## config.mk

```make
export PLATFORM = sky130hd
export DESIGN_NAME = manual_clock_gen
export DESIGN_NICKNAME = d
export VERILOG_FILES = /design/src/rtl/manual_clock_gen.sv
export SDC_FILE = /design/constraint.sdc
export NUM_CORES = 1
export LEC_CHECK = 0
export ABC_AREA = 1
export BUFFER_PORTS_ARGS = -buffer_cell sky130_fd_sc_hd__buf_2
export CAP_MARGIN = 30
export CORE_ASPECT_RATIO = 1.2
export CORE_MARGIN = 8
export CORE_UTILIZATION = 40
export DETAILED_ROUTE_END_ITERATION = 8
export PLACE_DENSITY = 0.67
export RECOVER_POWER = 50
export SLEW_MARGIN = 30
export SYNTH_ARGS = -nofsm -noshare
export SYNTH_HDL_FRONTEND = slang
export SYNTH_SLANG_ARGS = --single-unit
```

## constraint.sdc

```tcl
create_clock -name Clk -period 1.55 [get_ports Clk]
set_input_delay 0.0775 -clock Clk [delete_from_list [all_inputs] [get_ports Clk]]
set_output_delay 0.0775 -clock Clk [all_outputs]
set_load 0.005 [all_outputs]
```

## src/rtl/manual_clock_gen.sv

```systemverilog
// ----------------------------------------------------------------------------
// manual_clock_gen
//
// Front-panel clock and reset conditioner for a hand-stepped CPU. It runs on
// the board clock and turns raw push-button and switch levels into:
//   * single-step CPU clock pulses of a fixed width (one per button press),
//   * a CPU reset that is stretched past the release of the reset button,
//   * optionally, a continuous slow CPU clock (free-run mode).
//
// Optional feature macro: MCLK_AUTO_RUN_EN
//   Defined     -> RunSw selects free-run. The FSM gains the RUN_HI/RUN_LO
//                  states and produces a CpuClk with HalfPeriod-cycle phases.
//   Not defined -> single-step only. RunSw is ignored.
//
// Parameters
//   CntWidth      width of the debounce, pulse and divider counters; every
//                 count parameter must be below 2**CntWidth
//   DebounceCount consecutive stable cycles needed to accept an input change
//   PulseWidth    cycles CpuClk stays high per step, then low for as many
//   ResetHold     cycles CpuReset stays high after reset-button release (>= 1)
//   HalfPeriod    cycles per CpuClk phase in free-run mode
//
// Ports
//   Clk        in   board clock, all logic on the rising edge
//   Reset      in   synchronous, active-low block reset
//   StepBtn    in   raw step button, asynchronous, active-high
//   ResetBtn   in   raw CPU-reset button, asynchronous, active-high
//   RunSw      in   raw run/step selector, high = free-run
//   CpuClk     out  registered clock to the CPU
//   CpuReset   out  registered, active-high reset to the CPU
//   StepCount  out  number of CpuClk rising edges issued, wraps 255 -> 0
// ----------------------------------------------------------------------------

// ----------------------------------------------------------------------------
// mclk_debounce
//
// Two-flop synchronizer followed by a level debouncer. The debounced level
// follows the synchronized input only after the two have disagreed for
// DebounceCount consecutive cycles. A single matching cycle restarts the
// count, so bounce shorter than DebounceCount cycles never gets through.
//
// Ports
//   Clk    in   clock
//   Reset  in   synchronous, active-low reset
//   raw    in   asynchronous raw input
//   level  out  debounced level, registered
// ----------------------------------------------------------------------------
module mclk_debounce #(
  parameter int CntWidth      = 16,
  parameter int DebounceCount = 48000
) (
  input  logic Clk,
  input  logic Reset,
  input  logic raw,
  output logic level
);

  localparam logic [CntWidth-1:0] DEB_LAST = CntWidth'(DebounceCount - 1);

  logic                sync_meta;
  logic                sync;
  logic [CntWidth-1:0] cnt;

  always_ff @(posedge Clk) begin
    if (!Reset) begin
      sync_meta <= 1'b0;
      sync      <= 1'b0;
      cnt       <= '0;
      level     <= 1'b0;
    end else begin
      // NOTE: state flops use non-blocking assignments so every flop in this
      // block samples the values from before the edge; with blocking '=' the
      // synchronizer would collapse into a single flop.
      sync_meta <= raw;
      sync      <= sync_meta;
      if (sync == level) begin
        cnt <= '0;
      end else if (cnt == DEB_LAST) begin
        level <= sync;
        cnt   <= '0;
      end else begin
        cnt <= cnt + 1'b1;
      end
    end
  end

endmodule

// ----------------------------------------------------------------------------
// manual_clock_gen (top)
// ----------------------------------------------------------------------------
module manual_clock_gen #(
  parameter int CntWidth      = 16,
  parameter int DebounceCount = 48000,
  parameter int PulseWidth    = 8,
  parameter int ResetHold     = 16,
  parameter int HalfPeriod    = 8000
) (
  input  logic       Clk,
  input  logic       Reset,
  input  logic       StepBtn,
  input  logic       ResetBtn,
  input  logic       RunSw,
  output logic       CpuClk,
  output logic       CpuReset,
  output logic [7:0] StepCount
);

  localparam logic [CntWidth-1:0] PULSE_LAST = CntWidth'(PulseWidth - 1);
  localparam logic [CntWidth-1:0] HOLD_LAST  = CntWidth'(ResetHold - 1);

  typedef enum logic [2:0] {
    S_IDLE   = 3'd0,
    S_HIGH   = 3'd1,
    S_LOW    = 3'd2
`ifdef MCLK_AUTO_RUN_EN
    ,
    S_RUN_HI = 3'd3,
    S_RUN_LO = 3'd4
`endif
  } state_e;

  // --------------------------------------------------------------------------
  // Input conditioning
  // --------------------------------------------------------------------------
  logic step_deb;
  logic step_deb_d;
  logic step_edge;
  logic rst_deb;
  logic rst_deb_d;

  mclk_debounce #(
    .CntWidth      (CntWidth),
    .DebounceCount (DebounceCount)
  ) u_step_deb (
    .Clk   (Clk),
    .Reset (Reset),
    .raw   (StepBtn),
    .level (step_deb)
  );

  mclk_debounce #(
    .CntWidth      (CntWidth),
    .DebounceCount (DebounceCount)
  ) u_rst_deb (
    .Clk   (Clk),
    .Reset (Reset),
    .raw   (ResetBtn),
    .level (rst_deb)
  );

`ifdef MCLK_AUTO_RUN_EN
  localparam logic [CntWidth-1:0] HALF_LAST = CntWidth'(HalfPeriod - 1);

  logic run_deb;

  mclk_debounce #(
    .CntWidth      (CntWidth),
    .DebounceCount (DebounceCount)
  ) u_run_deb (
    .Clk   (Clk),
    .Reset (Reset),
    .raw   (RunSw),
    .level (run_deb)
  );
`else
  // Single-step build: the run selector and its divider are not used.
  logic unused_run_sw;
  assign unused_run_sw = RunSw;
  localparam int unused_half_period = HalfPeriod;
`endif

  // Registered rising edge of the debounced step button: a one-cycle pulse.
  always_ff @(posedge Clk) begin
    if (!Reset) begin
      step_deb_d <= 1'b0;
      step_edge  <= 1'b0;
    end else begin
      step_deb_d <= step_deb;
      step_edge  <= step_deb & ~step_deb_d;
    end
  end

  // --------------------------------------------------------------------------
  // CPU reset stretcher
  //
  // CpuReset follows the debounced button high. The hold counter only starts
  // on a debounced falling edge, so after a block reset CpuReset stays high
  // until the operator has pressed and released the reset button once.
  // A re-press while holding cancels the hold; the next release restarts it.
  // --------------------------------------------------------------------------
  logic                holding;
  logic [CntWidth-1:0] hold_cnt;

  always_ff @(posedge Clk) begin
    if (!Reset) begin
      CpuReset  <= 1'b1;
      rst_deb_d <= 1'b0;
      holding   <= 1'b0;
      hold_cnt  <= '0;
    end else begin
      rst_deb_d <= rst_deb;
      if (rst_deb) begin
        CpuReset <= 1'b1;
        holding  <= 1'b0;
        hold_cnt <= '0;
      end else if (rst_deb_d) begin
        // First cycle after release: start counting the hold window.
        holding  <= 1'b1;
        hold_cnt <= '0;
      end else if (holding) begin
        if (hold_cnt == HOLD_LAST) begin
          CpuReset <= 1'b0;
          holding  <= 1'b0;
          hold_cnt <= '0;
        end else begin
          hold_cnt <= hold_cnt + 1'b1;
        end
      end
    end
  end

  // --------------------------------------------------------------------------
  // Clock FSM
  //
  // CpuClk is a flop loaded from the next state, so it changes on the same
  // edge as the state register and never glitches.
  // --------------------------------------------------------------------------
  state_e              state;
  state_e              state_next;
  logic [CntWidth-1:0] phase_cnt;
  logic [CntWidth-1:0] phase_cnt_next;
  logic                cpu_clk_next;
  logic                enter_high;

  always_comb begin
    // NOTE: every signal driven here gets a default first; a path that left
    // one unassigned would make it hold its value and infer a latch.
    state_next     = state;
    phase_cnt_next = phase_cnt;
    cpu_clk_next   = 1'b0;
    enter_high     = 1'b0;

    case (state)
      S_IDLE: begin
        // New pulses only start while the CPU is out of reset.
        if (step_edge && !CpuReset) begin
          state_next     = S_HIGH;
          phase_cnt_next = '0;
        end
`ifdef MCLK_AUTO_RUN_EN
        // Free-run takes precedence over a coincident step edge.
        if (run_deb && !CpuReset) begin
          state_next     = S_RUN_HI;
          phase_cnt_next = '0;
        end
`endif
      end

      // Step edges seen in HIGH or LOW are simply dropped.
      S_HIGH: begin
        if (phase_cnt == PULSE_LAST) begin
          state_next     = S_LOW;
          phase_cnt_next = '0;
        end else begin
          phase_cnt_next = phase_cnt + 1'b1;
        end
      end

      S_LOW: begin
        if (phase_cnt == PULSE_LAST) begin
          state_next     = S_IDLE;
          phase_cnt_next = '0;
        end else begin
          phase_cnt_next = phase_cnt + 1'b1;
        end
      end

`ifdef MCLK_AUTO_RUN_EN
      // A phase always runs to completion; stopping is decided only at the
      // end of a phase, so the CPU never sees a truncated high time.
      S_RUN_HI: begin
        if (phase_cnt == HALF_LAST) begin
          state_next     = (run_deb && !CpuReset) ? S_RUN_LO : S_IDLE;
          phase_cnt_next = '0;
        end else begin
          phase_cnt_next = phase_cnt + 1'b1;
        end
      end

      S_RUN_LO: begin
        if (phase_cnt == HALF_LAST) begin
          state_next     = (run_deb && !CpuReset) ? S_RUN_HI : S_IDLE;
          phase_cnt_next = '0;
        end else begin
          phase_cnt_next = phase_cnt + 1'b1;
        end
      end
`endif

      default: begin
        state_next     = S_IDLE;
        phase_cnt_next = '0;
      end
    endcase

    if (state_next == S_HIGH) begin
      cpu_clk_next = 1'b1;
      enter_high   = (state != S_HIGH);
    end
`ifdef MCLK_AUTO_RUN_EN
    if (state_next == S_RUN_HI) begin
      cpu_clk_next = 1'b1;
      enter_high   = (state != S_RUN_HI);
    end
`endif
  end

  always_ff @(posedge Clk) begin
    if (!Reset) begin
      state     <= S_IDLE;
      phase_cnt <= '0;
      CpuClk    <= 1'b0;
      StepCount <= 8'd0;
    end else begin
      state     <= state_next;
      phase_cnt <= phase_cnt_next;
      CpuClk    <= cpu_clk_next;
      // Counts CpuClk rising edges; CpuReset deliberately leaves it alone.
      if (enter_high) begin
        StepCount <= StepCount + 8'd1;
      end
    end
  end

endmodule

```

Yosys cells after proc, flatten, opt, wreduce, memory -nomap -nowiden
Index checks and enable logic that the tools add are counted.
{"block": "word_totals", "ff_bits": 87, "latch_bits": 0, "mem_bits_rw": 0, "mem_bits_ro": 0, "input_bits": 5, "output_inout_bits": 10, "word_cells": 64, "memories": 0}
{"block": "classes", "addsub": 5, "n_mul": 0, "n_div": 0, "n_lt_le_gt_ge": 0, "eq_ne": 11, "shifts": 0, "mux": 13, "bitwise": 6, "n_reduce_logical": 11}
{"operator": "$add A16 B1 Y16 const B", "count": 4}
{"operator": "$mux W16", "count": 3}
{"operator": "$eq A16 B16 Y1 const B", "count": 2}
{"operator": "$pmux W16 S2", "count": 1}
{"operator": "$eq A16 B3 Y1 const B", "count": 1}
{"operator": "$eq A16 B4 Y1 const B", "count": 1}
{"operator": "$mux W3", "count": 3}
{"operator": "$pmux W3 S3", "count": 1}
{"operator": "$reduce_or A3 Y1", "count": 3}
{"operator": "$add A8 B1 Y8 const B", "count": 1}
{"operator": "$eq A3 B1 Y1 const B", "count": 2}
{"operator": "$mux W1", "count": 5}
{"operator": "$not A1 Y1", "count": 5}
{"operator": "$reduce_and A2 Y1", "count": 2}
{"operator": "$reduce_or A2 Y1", "count": 2}
{"operator": "$eq A3 B2 Y1 const B", "count": 1}
{"operator": "$logic_not A3 Y1", "count": 1}
{"operator": "$ne A3 B1 Y1 const B", "count": 1}
{"operator": "$reduce_and A3 Y1", "count": 1}
{"operator": "$eq A1 B1 Y1", "count": 2}
{"operator": "$ne A2 B2 Y1 const B", "count": 1}
{"operator": "$and A1 B1 Y1", "count": 1}
{"operator": "$logic_and A1 B1 Y1", "count": 1}
{"operator": "$logic_not A1 Y1", "count": 1}

Logic depth before layout (Yosys ltp)
Gate-level depths: netlist (run 1).
{"block": "logic_depth", "depth_word": 6, "depth_mapped": 9, "depth_no_buf": 9}

Cells and area by module
From an unflattened synthesis (run 1), not the netlist that was laid out.
{"block": "unflattened", "hier_cells": 673, "hier_area_um2": 4501.8}
{"mod": "manual_clock_gen", "instances": 1, "cells_per_inst": 391, "area_per_inst_um2": 2595.0, "seq_area_each_um2": 980.9}
{"mod": "mclk_debounce", "instances": 2, "cells_per_inst": 141, "area_per_inst_um2": 953.4, "seq_area_each_um2": 380.4}

Worst setup path before layout (run 1)
OpenSTA, ideal clock, no wires.
{"block": "synth_path", "path_type": "register -> register", "start": "reg u_step_deb.cnt[0]", "end": "reg u_step_deb.cnt[8]", "setup_time_ns": 0.115, "t_arrival_ns": 1.270, "slack_ns": 0.164, "path_stages_with_launch": 10, "synth_period_minus_slack_ns": 1.386, "path_cell_list": "dfxtp_1 -> ha_1 -> nand2_2 -> nor2_4 -> inv_1 -> nor2_4 -> nand3_2 -> nand2_4 -> buf_12 -> nor2_2"}
{"block": "synth_via", "elab_chain_cells": 2}
{"item": "from (decl)", "line_no": "62", "rtl": "logic [CntWidth-1:0] cnt;"}
{"item": "from (signal assigned)", "line_no": "82", "rtl": "cnt <= cnt + 1'b1;"}
{"item": "parallel branches: the longest is 2 deep, another holds $add A16 B1 Y16"}
Several ways; the timed one is not identified.
A chain may end at the register's enable or synchronous reset.

Final worst setup path (run 1)
{"block": "layout_path", "start": "reg u_step_deb.cnt[1]", "end": "reg u_step_deb.cnt[15]"}
Same word-level chain as after synthesis.

==> results of run 1 <==
-- stage by stage --
step	instance area, sq um	TNS (ps)
after CTS	4970	0
after global placement	4660	0
after global routing	5060	-15.3
after detailed placement	4660	0
after floorplan	4440	0
final	5060	0
-- area by class of cell --
class	instances	area [sq um]	share of cell area
multi-input combinational	461	2320	0.460
clock inverter	7	70.1	0.0139
sequential	87	1750	0.345
clock buffer	9	225	0.0445
inverter	99	372	0.0735
tap	132	165	0.0327
timing repair buffer	25	154	0.0304
-- synthesized netlist by cell type (7+ instances only) --
cell / n / area (sq um)
nand2_1: 137 / 514
inv_1: 94 / 353
dfxtp_1: 87 / 1740
nor2_1: 87 / 327
nand3_1: 64 / 320
a21oi_1: 44 / 220
nor3_1: 21 / 105
o21ai_0: 20 / 100
nand4_1: 19 / 119
nor2_2: 13 / 81.3
xor2_1: 9 / 78.8
nand2_2: 7 / 43.8
-- repair_timing --
item	CTS	global route
hold endpoints to repair	2	0
buffers inserted	0	3
setup endpoints to repair	0	39
hold buffers	2	0
gates resized for setup	0	17
-- sequential cells by signal (all words and copies together), names as in the netlist, 3 cells and up --
signal and flops:
phase_cnt 16, u_step_deb.cnt 16, state 3, u_rst_deb.cnt 16, hold_cnt 16, StepCount 8
-- kinds of logic (layout without fill, tap and decap cells) --
| family | after synthesis | after routing | synth area share |
|---|---|---|---|
| other | 1 | 1 | 0.000845 |
| adder cells (fa/ha/maj) | 5 | 5 | 0.0141 |
| XOR/XNOR | 11 | 11 | 0.0217 |
| AND/OR/NAND/NOR | 365 | 366 | 0.377 |
| AO/OA/AOI/OAI | 78 | 78 | 0.0962 |
| buffers and inverters | 108 | 140 | 0.0976 |
| flip-flops | 87 | 87 | 0.393 |
-- cell usage in the layout, fill, tap and decap left out, drive strengths merged, types with 14 or more instances in the layout --
cell type    n
nor2       105
nand4       19
inv        101
nand2      146
clkbuf      14
buf         18
a21oi       49
dfxtp       87
o21ai       24
nor3        23
nand3       68
-- how the worst min path moves through the flow --
stage | start | end | slack, ps | cells past startpoint
after floorplan | ResetBtn | u_rst_deb.sync_meta | 180 | 2
after global placement | StepBtn | u_step_deb.sync_meta | 270 | 3
after detailed placement | ResetBtn | u_rst_deb.sync_meta | 270 | 3
after CTS | Reset | u_rst_deb.cnt[4] | 160 | 5
after global routing | Reset | u_rst_deb.cnt[4] | 200 | 5
final | Reset | u_rst_deb.cnt[4] | 160 | 5
-- layer usage --
layer	vias to the layer above	part of all wire
li1	2158	-
met4	0	0.017
met5	-	0
met1	1847	0.47
met3	11	0.023
met2	42	0.49
-- worst max-delay path, delay by kind of cell, from the launching register on --
| family | cells | cell delay [ps] |
|---|---|---|
| AOI/OAI and AO/OA | 1 | 40 |
| and+or+nand+nor | 5 | 660 |
| buffers and inverters | 1 | 100 |
| DFF | 1 | 340 |
| adders and majority gates | 1 | 180 |
-- report_power, final --
group	switching (mW)	total [mW]	internal, mW
combinational	0.0576	0.0828	0.0252
sequential	0.00457	2.25	2.24
clock	0.903	2.15	1.25
==> tab_implementation.tex, run 1 <==
\begin{tabular}{lr}
\hline
Metric & Value \\
\hline
\multicolumn{2}{l}{\textbf{Clock network}} \\
\quad Root cell of the clock tree & clkbuf\_16 \\
\quad H-tree Lvls & 3 \\
\quad CTS buffer count & 9 \\
\quad Longest Clk Path Bufs & 2 \\
\quad Clock input transition at the sequential cells of the worst setup and hold paths & 60 ps \\
\quad Clock tree from TritonCTS & yes \\
\quad TritonCTS Sinks & 87 \\
\quad Clk Latency, worst-skew pair & 330 ps \\
\multicolumn{2}{l}{\textbf{Global routing}} \\
\quad Number of antenna violations at the first check in global routing & 0 \\
\quad Global route total overflow & 0 \\
\quad Met1 demand-to-capacity share in global routing & 0.144 \\
\quad GRT met2 Usage & 0.223 \\
\quad Met3 Use GR & 0.0252 \\
\quad Vias in the first global route & 3832 \\
\quad Busiest layer in global routing & met2 \\
\quad Global-route wire length before repair & 16100 um \\
\quad Overall global routing resource usage & 0.127 \\
\quad Pin count of the biggest net entering global routing & 21 \\
\multicolumn{2}{l}{\textbf{Route}} \\
\quad DR vias/cell & 4.95 \\
\quad Total via count after detailed routing & 4058 \\
\quad DRT antenna net count & 0 \\
\quad Number of DRC markers in iteration 0 & 193 \\
\quad Routed length per placed instance & 11.2 um \\
\quad Remaining design rule violation count & 0 \\
\quad Routed Wire Length & 9200 um \\
\quad First-pass detailed-route iteration total & 4 \\
\multicolumn{2}{l}{\textbf{Synth}} \\
\quad Synth cell types & 38 \\
\quad Sequential share of the synthesized area & 0.393 \\
\quad Mean cell area of the mapped netlist & 6.77 sq um \\
\quad Yosys synthesis warning count & 0 \\
\quad Post-synthesis cell count & 655 \\
\quad Async SR Flop Fraction & 0 \\
\quad Cell area after synthesis & 4440 sq um \\
\quad Post-synth EDFFs & 0 \\
\quad Flops \& latches, synth & 87 \\
\quad Most used DFF post-synth & dfxtp\_1 \\
\quad Net count after synthesis & 665 \\
\multicolumn{2}{l}{\textbf{Critical path}} \\
\quad Cells along the critical path & ha\_1 > nand2\_2 > nor2\_4 > inv\_1 > nor2\_4 > nand3\_4 > nand2\_4 > a21oi\_2 \\
\quad Slowest cell on the critical path & dfxtp\_1 \\
\quad Crit start category & flip-flop \\
\quad Worst Reg-to-Reg Cells & 8 \\
\quad Critical path class & reg -> reg \\
\quad Worst stage delay on the critical path & 340 ps \\
\quad Worst setup path start & u\_step\_deb.cnt[1] \\
\quad Reg-to-reg endpoint & u\_step\_deb.cnt[15] \\
\quad Arrival time reported for the critical path endpoint & 1670 ps \\
\quad Crit end category & flip-flop \\
\quad Data required time of the critical path & 1780 ps \\
\quad Destination of the critical timing path & u\_step\_deb.cnt[15] \\
\quad Worst setup slack for register-to-register paths & 110 ps \\
\quad Most Frequent Cell on Critical Path & nor2\_4 \\
\quad Reg2Reg Launch Point & u\_step\_deb.cnt[1] \\
\quad Largest fanout on the critical path & 7 \\
\multicolumn{2}{l}{\textbf{Timing}} \\
\quad Total count of max-transition violations in the final report & 0 \\
\quad Final worst hold slack & 164 ps \\
\quad Final worst-path cycle share & 0.931 \\
\quad Final setup violation count & 0 \\
\quad Fin. Hold Viols & 0 \\
\quad Min Clock Period, post-route & 1440 ps \\
\quad Post-route clock skew & 7.13 ps \\
\quad Maximum achievable frequency & 693 MHz \\
\quad Post-route worst setup slack & 106 ps \\
\multicolumn{2}{l}{\textbf{Final layout}} \\
\quad Utilization of the core after routing & 0.463 \\
\quad Ratio of cells with drive above 1 in the final layout & 0.126 \\
\quad FILL cells & 1080 \\
\quad Area overhead of the layout relative to synthesis & 14.0\% \\
\quad Nets & 693 \\
\quad Antenna Diode Count & 0 \\
\quad Layout Cells excl Fill & 820 \\
\multicolumn{2}{l}{\textbf{Job}} \\
\quad Count of max-cap constraint violations & 0 \\
\multicolumn{2}{l}{\textbf{Power and ir drop}} \\
\quad Static Leakage & 1.89 nW \\
\quad Peak supply drop & 0.620 mV \\
\quad Power density of the placed cells & 887 nW/um\^{}2 \\
\quad Total chip power & 4.48 mW \\
\multicolumn{2}{l}{\textbf{Outcome}} \\
\quad Outcome & complete, no violations \\
\multicolumn{2}{l}{\textbf{Floorplan}} \\
\quad Site row count & 42 \\
\quad Core region area & 10900 sq um \\
\quad Chip Height & 131 um \\
\quad X dimension of the die & 112 um \\
\quad \# IOs & 15 \\
\quad Overall die area & 14700 sq um \\
\quad Initial standard-cell utilization of the core & 0.406 \\
\multicolumn{2}{l}{\textbf{Hold path}} \\
\quad Worst hold path class & in -> reg \\
\multicolumn{2}{l}{\textbf{Placement}} \\
\quad Sum of net half-perimeters after detailed placement & 6630 um \\
\quad Final RePlAce weighted congestion & 0.866 \\
\quad IO buf count & 13 \\
\quad Dpl ws & 65.0 ps \\
\quad Placed Cells & 798 \\
\hline
\end{tabular}
(Power assumes the default switching activity.)
==> inputs of run 2 (changes only) <==
Settings changed: ABC_AREA 1 to not set, PLACE_DENSITY 0.67 to 0.68.
==> tab_implementation.tex, run 2 <==
\begin{tabular}{lr}
\hline
Metric & Value \\
\hline
\multicolumn{2}{l}{\textbf{Floorplan}} \\
\quad Site row count & 40 \\
\quad Initial standard-cell utilization of the core & 0.407 \\
\quad \# IOs & 15 \\
\quad X dimension of the die & 108 um \\
\quad Overall die area & 13600 sq um \\
\quad Core region area & 9960 sq um \\
\quad Chip Height & 126 um \\
\multicolumn{2}{l}{\textbf{Critical path}} \\
\quad Cells along the critical path & ha\_4 > nor4bb\_4 > nand4\_2 > or3b\_1 > a211oi\_2 \\
\quad Largest fanout on the critical path & 4 \\
\quad Slowest cell on the critical path & or3b\_1 \\
\quad Crit end category & flip-flop \\
\quad Arrival time reported for the critical path endpoint & 1840 ps \\
\quad Critical path class & reg -> reg \\
\quad Crit start category & flip-flop \\
\quad Worst stage delay on the critical path & 420 ps \\
\quad Data required time of the critical path & 1800 ps \\
\multicolumn{2}{l}{\textbf{Final layout}} \\
\quad Most common cell after layout, fill and taps aside & buf\_4 \\
\quad Antenna Diode Count & 0 \\
\quad Ratio of cells with drive above 1 in the final layout & 0.311 \\
\quad Final Cell Area & 5440 sq um \\
\quad Area overhead of the layout relative to synthesis & 34.4\% \\
\quad Nets & 581 \\
\quad Commonest cells after routing, fill and taps aside & buf\_4, dfxtp\_1, nor2\_1, nand2\_1, nand4\_1 \\
\multicolumn{2}{l}{\textbf{Clock network}} \\
\quad Root cell of the clock tree & clkbuf\_16 \\
\quad H-tree Lvls & 3 \\
\quad TritonCTS Sinks & 87 \\
\quad Clock input transition at the sequential cells of the worst setup and hold paths & 70 ps \\
\quad Longest Clk Path Bufs & 2 \\
\quad CTS buffer count & 9 \\
\quad Clk Latency, worst-skew pair & 340 ps \\
\quad Clock tree from TritonCTS & yes \\
\multicolumn{2}{l}{\textbf{Global routing}} \\
\quad Number of antenna violations at the first check in global routing & 0 \\
\quad Overall global routing resource usage & 0.137 \\
\quad Global-route wire length before repair & 15700 um \\
\quad Global route total overflow & 0 \\
\quad Vias in the first global route & 3637 \\
\quad Pin count of the biggest net entering global routing & 33 \\
\multicolumn{2}{l}{\textbf{Synth}} \\
\quad Synth cell types & 52 \\
\quad Yosys synthesis warning count & 0 \\
\quad Most used DFF post-synth & dfxtp\_1 \\
\quad Commonest cells in the synthesized netlist & dfxtp\_1, nor2\_1, nand2\_1 \\
\quad Area share of the largest cell type after synthesis & 0.430 \\
\quad Cell area after synthesis & 4050 sq um \\
\quad Post-synth EDFFs & 0 \\
\quad Sequential share of the synthesized area & 0.430 \\
\quad Post-synthesis cell count & 478 \\
\quad Cell taking the most area after synthesis & dfxtp\_1 \\
\quad Net count after synthesis & 488 \\
\quad Flops \& latches, synth & 87 \\
\quad Mean cell area of the mapped netlist & 8.47 sq um \\
\quad Async SR Flop Fraction & 0 \\
\quad Cell with the most instances after synthesis & dfxtp\_1 \\
\quad Cell types occupying the most area after synthesis & dfxtp\_1, xnor2\_1, nor2\_1 \\
\multicolumn{2}{l}{\textbf{Placement}} \\
\quad Final RePlAce weighted congestion & 0.794 \\
\quad IO buf count & 13 \\
\quad Placement-stage cell area & 4850 sq um \\
\quad Sum of net half-perimeters after detailed placement & 6370 um \\
\multicolumn{2}{l}{\textbf{Route}} \\
\quad Number of DRC markers in iteration 0 & 132 \\
\quad DR vias/cell & 5.30 \\
\quad Remaining design rule violation count & 0 \\
\quad First-pass detailed-route iteration total & 4 \\
\quad Total via count after detailed routing & 3721 \\
\quad Routed Wire Length & 9150 um \\
\quad DRT antenna net count & 0 \\
\quad Routed length per placed instance & 13.0 um \\
\multicolumn{2}{l}{\textbf{Timing}} \\
\quad Final worst-path cycle share & 1.02 \\
\quad Final setup violation count & 1 \\
\quad Total count of max-transition violations in the final report & 0 \\
\quad Post-route clock skew & 5.21 ps \\
\quad Final worst hold slack & 165 ps \\
\quad Setup repair after global routing missed its margin & yes \\
\quad Maximum achievable frequency & 631 MHz \\
\quad Min Clock Period, post-route & 1590 ps \\
\quad Fin. Hold Viols & 0 \\
\quad Post-route worst setup slack & -35.4 ps \\
\multicolumn{2}{l}{\textbf{Power and ir drop}} \\
\quad Static Leakage & 1.86 nW \\
\quad Power density of the placed cells & 813 nW/um\^{}2 \\
\quad Total chip power & 4.43 mW \\
\quad Peak supply drop & 0.555 mV \\
\multicolumn{2}{l}{\textbf{Job}} \\
\quad Count of max-cap constraint violations & 0 \\
\multicolumn{2}{l}{\textbf{Outcome}} \\
\quad Outcome & finished with violations \\
\quad Failing checks & negative setup slack \\
\multicolumn{2}{l}{\textbf{Hold path}} \\
\quad Worst hold path class & in -> reg \\
\hline
\end{tabular}
==> run 2: cell types whose count changed in the layout (fill, tap and decap cells not counted), moves of 10 or more <==
cell / before / now
nand3_1: 64 / 28
nand4_1: 19 / 29
dfxtp_1: 84 / 69
a21oi_1: 44 / 16
dfxtp_2: 3 / 15
nor2_2: 13 / 2
nand2_1: 137 / 35
inv_1: 94 / 13
nor2_1: 85 / 51
buf_4: 10 / 76
xnor2_1: 2 / 28
o21ai_0: 17 / 3
==> run 2: cell families after synthesis <==
kind of cell	Yosys count	share of synthesized area
AND/OR/NAND/NOR	249	0.325
flip-flops	87	0.430
buffers and inverters	34	0.0346
other	1	0.000926
adder cells (fa/ha/maj)	5	0.0154
XOR/XNOR	46	0.0995
AO/OA/AOI/OAI	54	0.0896
multiplexers	2	0.00494
==> run 2: per-layer routing <==
metal	track usage	vias to the layer above	wire length, um
met5	0	-	0
met4	0.0597	0	113
met3	0.0306	11	281
met2	0.229	36	4500
met1	0.163	1771	4250
li1	-	1903	-
==> run 2: timing repair <==
| item | in CTS | in global routing |
|---|---|---|
| setup buffers | 4 | 5 |
| endpoints found under the hold margin | 2 | 0 |
| endpoints found under the setup margin | 24 | 52 |
| gates cloned | 0 | 1 |
| pin swaps | 4 | 15 |
| hold buffers | 2 | 0 |
| gates resized for setup | 7 | 51 |
==> run 2: layout make-up <==
type                    count  area (sq um)
inverters                  13          48.8
fillers                   897          4520
well taps                 126           158
clock inverters             7          66.3
flip-flops and latches     87          1770
multi-input cells         357          2410
clock buffers               9           225
repair buffers            103           766
==> run 2: critical path, delay by kind of cell (launching register included) <==
kind,cells,cell delay [ps]
adders and majority gates,1,140
AOI/OAI and AO/OA,1,200
DFF,1,370
and+or+nand+nor,3,800
==> run 2: power breakdown <==
part	internal, mW	total (mW)	switching, mW
clock network	1.12	2.08	0.955
logic	0.0386	0.105	0.0661
registers	2.24	2.24	0.00444
total	3.40	4.43	1.03
==> run 2: worst paths after layout <==
kind / slack [ps] / from / to / depth (start not counted)
max: -40 / phase_cnt[1] / state[1] / 5
min: 170 / Reset / CpuReset / 3
max reg2reg: -40 / phase_cnt[1] / state[1] / 5
min reg2reg: 400 / step_deb_d / step_edge / 1
==> run 2: per-stage QoR <==
step	setup WS, ps	utilization	instances	setup TNS (ps)
final	-35.4	0.546	702	-35.4
after detailed placement	-75.9	0.487	675	-800
after CTS	4.69	0.524	697	0
after global routing	-132	0.546	702	-1350
after global placement	-14.9	0.487	675	-14.9
after floorplan	6.30	-	478	0
==> inputs of run 3 (changes only) <==
Settings changed: REMOVE_ABC_BUFFERS set to 1.
==> tab_implementation.tex, run 3 (synthesis gave the netlist of run 2 again) <==
\begin{tabular}{lr}
\hline
Metric & Value \\
\hline
\multicolumn{2}{l}{\textbf{Outcome}} \\
\quad Outcome & finished with violations \\
\quad Failing checks & negative setup slack \\
\multicolumn{2}{l}{\textbf{Hold path}} \\
\quad Worst hold path class & in -> reg \\
\quad Depth of the worst hold-timing path & 4 \\
\quad Endpoint, Worst Hold & hold\_cnt[1] \\
\quad HP Start & Reset \\
\multicolumn{2}{l}{\textbf{Critical path}} \\
\quad Slowest cell on the critical path & a2111oi\_2 \\
\quad Worst stage delay on the critical path & 370 ps \\
\quad Critical path buffer and inverter count & 2 \\
\quad Cells along the critical path & buf\_4 > nand4\_1 > buf\_4 > a2111oi\_2 > xnor2\_1 > nor3\_2 \\
\quad Crit end category & flip-flop \\
\quad Largest fanout on the critical path & 5 \\
\quad Most Frequent Cell on Critical Path & buf\_4 \\
\quad Reg2Reg Launch Point & phase\_cnt[10] \\
\quad Worst setup slack for register-to-register paths & -9 ps \\
\quad Family with the most delay on the worst path & compound AO/OA/AOI/OAI gates \\
\quad Data required time of the critical path & 1760 ps \\
\quad Arrival time reported for the critical path endpoint & 1770 ps \\
\quad Crit start category & flip-flop \\
\quad Reg-to-reg endpoint & phase\_cnt[11] \\
\quad Critical path class & reg -> reg \\
\quad Worst Reg-to-Reg Cells & 6 \\
\multicolumn{2}{l}{\textbf{Final layout}} \\
\quad Final Cell Area & 5440 sq um \\
\quad Multi-input logic area & 2370 sq um \\
\quad Most common cell after layout, fill and taps aside & buf\_4 \\
\quad Ratio of cells with drive above 1 in the final layout & 0.290 \\
\quad Nets & 581 \\
\quad FILL cells & 839 \\
\quad Register Area & 1760 sq um \\
\quad Antenna Diode Count & 0 \\
\quad Area overhead of the layout relative to synthesis & 34.3\% \\
\quad Commonest cells after routing, fill and taps aside & buf\_4, dfxtp\_1, nor2\_1, nand2\_1, nand3\_1 \\
\multicolumn{2}{l}{\textbf{Route}} \\
\quad Total via count after detailed routing & 3800 \\
\quad DRT antenna net count & 0 \\
\quad Routed length per placed instance & 13.8 um \\
\quad First-pass detailed-route iteration total & 5 \\
\quad DR vias/cell & 5.41 \\
\quad Remaining design rule violation count & 0 \\
\quad Number of DRC markers in iteration 0 & 179 \\
\quad Routed Wire Length & 9660 um \\
\multicolumn{2}{l}{\textbf{Placement}} \\
\quad IO buf count & 13 \\
\quad Final RePlAce weighted congestion & 0.822 \\
\quad Sum of net half-perimeters after detailed placement & 6550 um \\
\quad Placement-stage cell area & 4800 sq um \\
\multicolumn{2}{l}{\textbf{Clock network}} \\
\quad Longest Clk Path Bufs & 2 \\
\quad Root cell of the clock tree & clkbuf\_16 \\
\quad Clock tree from TritonCTS & yes \\
\quad Clock input transition at the sequential cells of the worst setup and hold paths & 60 ps \\
\quad CTS buffer count & 9 \\
\quad TritonCTS Sinks & 87 \\
\quad Clk Latency, worst-skew pair & 330 ps \\
\quad H-tree Lvls & 3 \\
\multicolumn{2}{l}{\textbf{Global routing}} \\
\quad Number of antenna violations at the first check in global routing & 0 \\
\quad Pin count of the biggest net entering global routing & 21 \\
\quad Global route total overflow & 0 \\
\quad Overall global routing resource usage & 0.140 \\
\quad Global-route wire length before repair & 15900 um \\
\quad Vias in the first global route & 3701 \\
\multicolumn{2}{l}{\textbf{Timing}} \\
\quad Final worst-path cycle share & 1.01 \\
\quad Min Clock Period, post-route & 1560 ps \\
\quad Fin. Hold Viols & 0 \\
\quad Total count of max-transition violations in the final report & 0 \\
\quad Final setup violation count & 2 \\
\quad Maximum achievable frequency & 642 MHz \\
\quad Post-route worst setup slack & -8.59 ps \\
\quad Setup Total Neg Slack & -16.5 ps \\
\quad Post-route clock skew & 6.05 ps \\
\quad Setup repair after global routing missed its margin & yes \\
\multicolumn{2}{l}{\textbf{Floorplan}} \\
\quad Site row count & 40 \\
\quad Core region area & 9960 sq um \\
\quad X dimension of the die & 108 um \\
\quad Overall die area & 13600 sq um \\
\quad Initial standard-cell utilization of the core & 0.407 \\
\quad \# IOs & 15 \\
\quad Chip Height & 126 um \\
\multicolumn{2}{l}{\textbf{Power and ir drop}} \\
\quad Static Leakage & 1.91 nW \\
\quad Power density of the placed cells & 876 nW/um\^{}2 \\
\quad Peak supply drop & 0.859 mV \\
\multicolumn{2}{l}{\textbf{Job}} \\
\quad Count of max-cap constraint violations & 0 \\
\hline
\end{tabular}
## run 3: changes by cell type in the layout (fill, tap and decap cells not counted), sizes merged
| cell | before | now |
|---|---|---|
| buf | 91 | 97 |
| clkinv | 4 | 0 |
| bufinv | 0 | 2 |
| clkbuf | 19 | 18 |
| inv | 16 | 13 |
## run 3: tightest hold or removal path, cell delays in order
cell	delay (ps)
buf_2	110
inv_1	60
or3_1	170
a21oi_1	60
## run 3: per-stage QoR
step / cells / worst slack [ps] / total power [mW] / hold slack (ps) / utilization
5_1_grt: 702 / -92.3 / 4.93 / 221 / 0.546
2_1_floorplan: 457 / -318 / 2.34 / 161 / -
4_1_cts: 700 / 5.12 / 4.81 / 193 / 0.531
6_report: 702 / -8.59 / 4.77 / 205 / 0.546
3_3_place_gp: 678 / -111 / 2.39 / 283 / 0.482
3_5_place_dp: 678 / -152 / 2.39 / 291 / 0.482
## run 3: final cells by class
cell class	instances	area share
well taps	126	0.0290
clock inverters	2	0.0110
inverters	13	0.00897
repair buffers	103	0.141
multi-input cells	357	0.435
clock buffers	14	0.0522
flip-flops and latches	87	0.323
## run 3: what timing repair did
item                                   in CTS  in global routing
pin swaps                                   8                 11
endpoints found under the hold margin       2                  0
setup endpoints to repair                  43                 51
hold buffers                                2                  0
gates cloned                                0                  0
buffers inserted                            4                  2
resized for setup                          25                 31
## run 3: power by group
group | switching [mW] | internal, mW
Clock | 0.816 | 1.59
Combinational | 0.0675 | 0.0467
Sequential | 0.00453 | 2.24
## run 3: how the worst max path moves through the flow
stage | startpoint | end | cells past startpoint
CTS | u_step_deb.cnt[0] | u_step_deb.cnt[14] | 5
global route | phase_cnt[3] | phase_cnt[9] | 6
detailed placement | phase_cnt[1] | phase_cnt[11] | 6
finish | phase_cnt[10] | phase_cnt[11] | 6
global placement | phase_cnt[0] | state[1] | 5
floorplan | phase_cnt[0] | state[1] | 5
## run 3: layer usage
| metal | wire length, um | track usage |
|---|---|---|
| met1 | 3840 | 0.152 |
| met2 | 5210 | 0.257 |
| met3 | 395 | 0.0270 |
| met4 | 215 | 0.0540 |
| met5 | 0 | 0 |
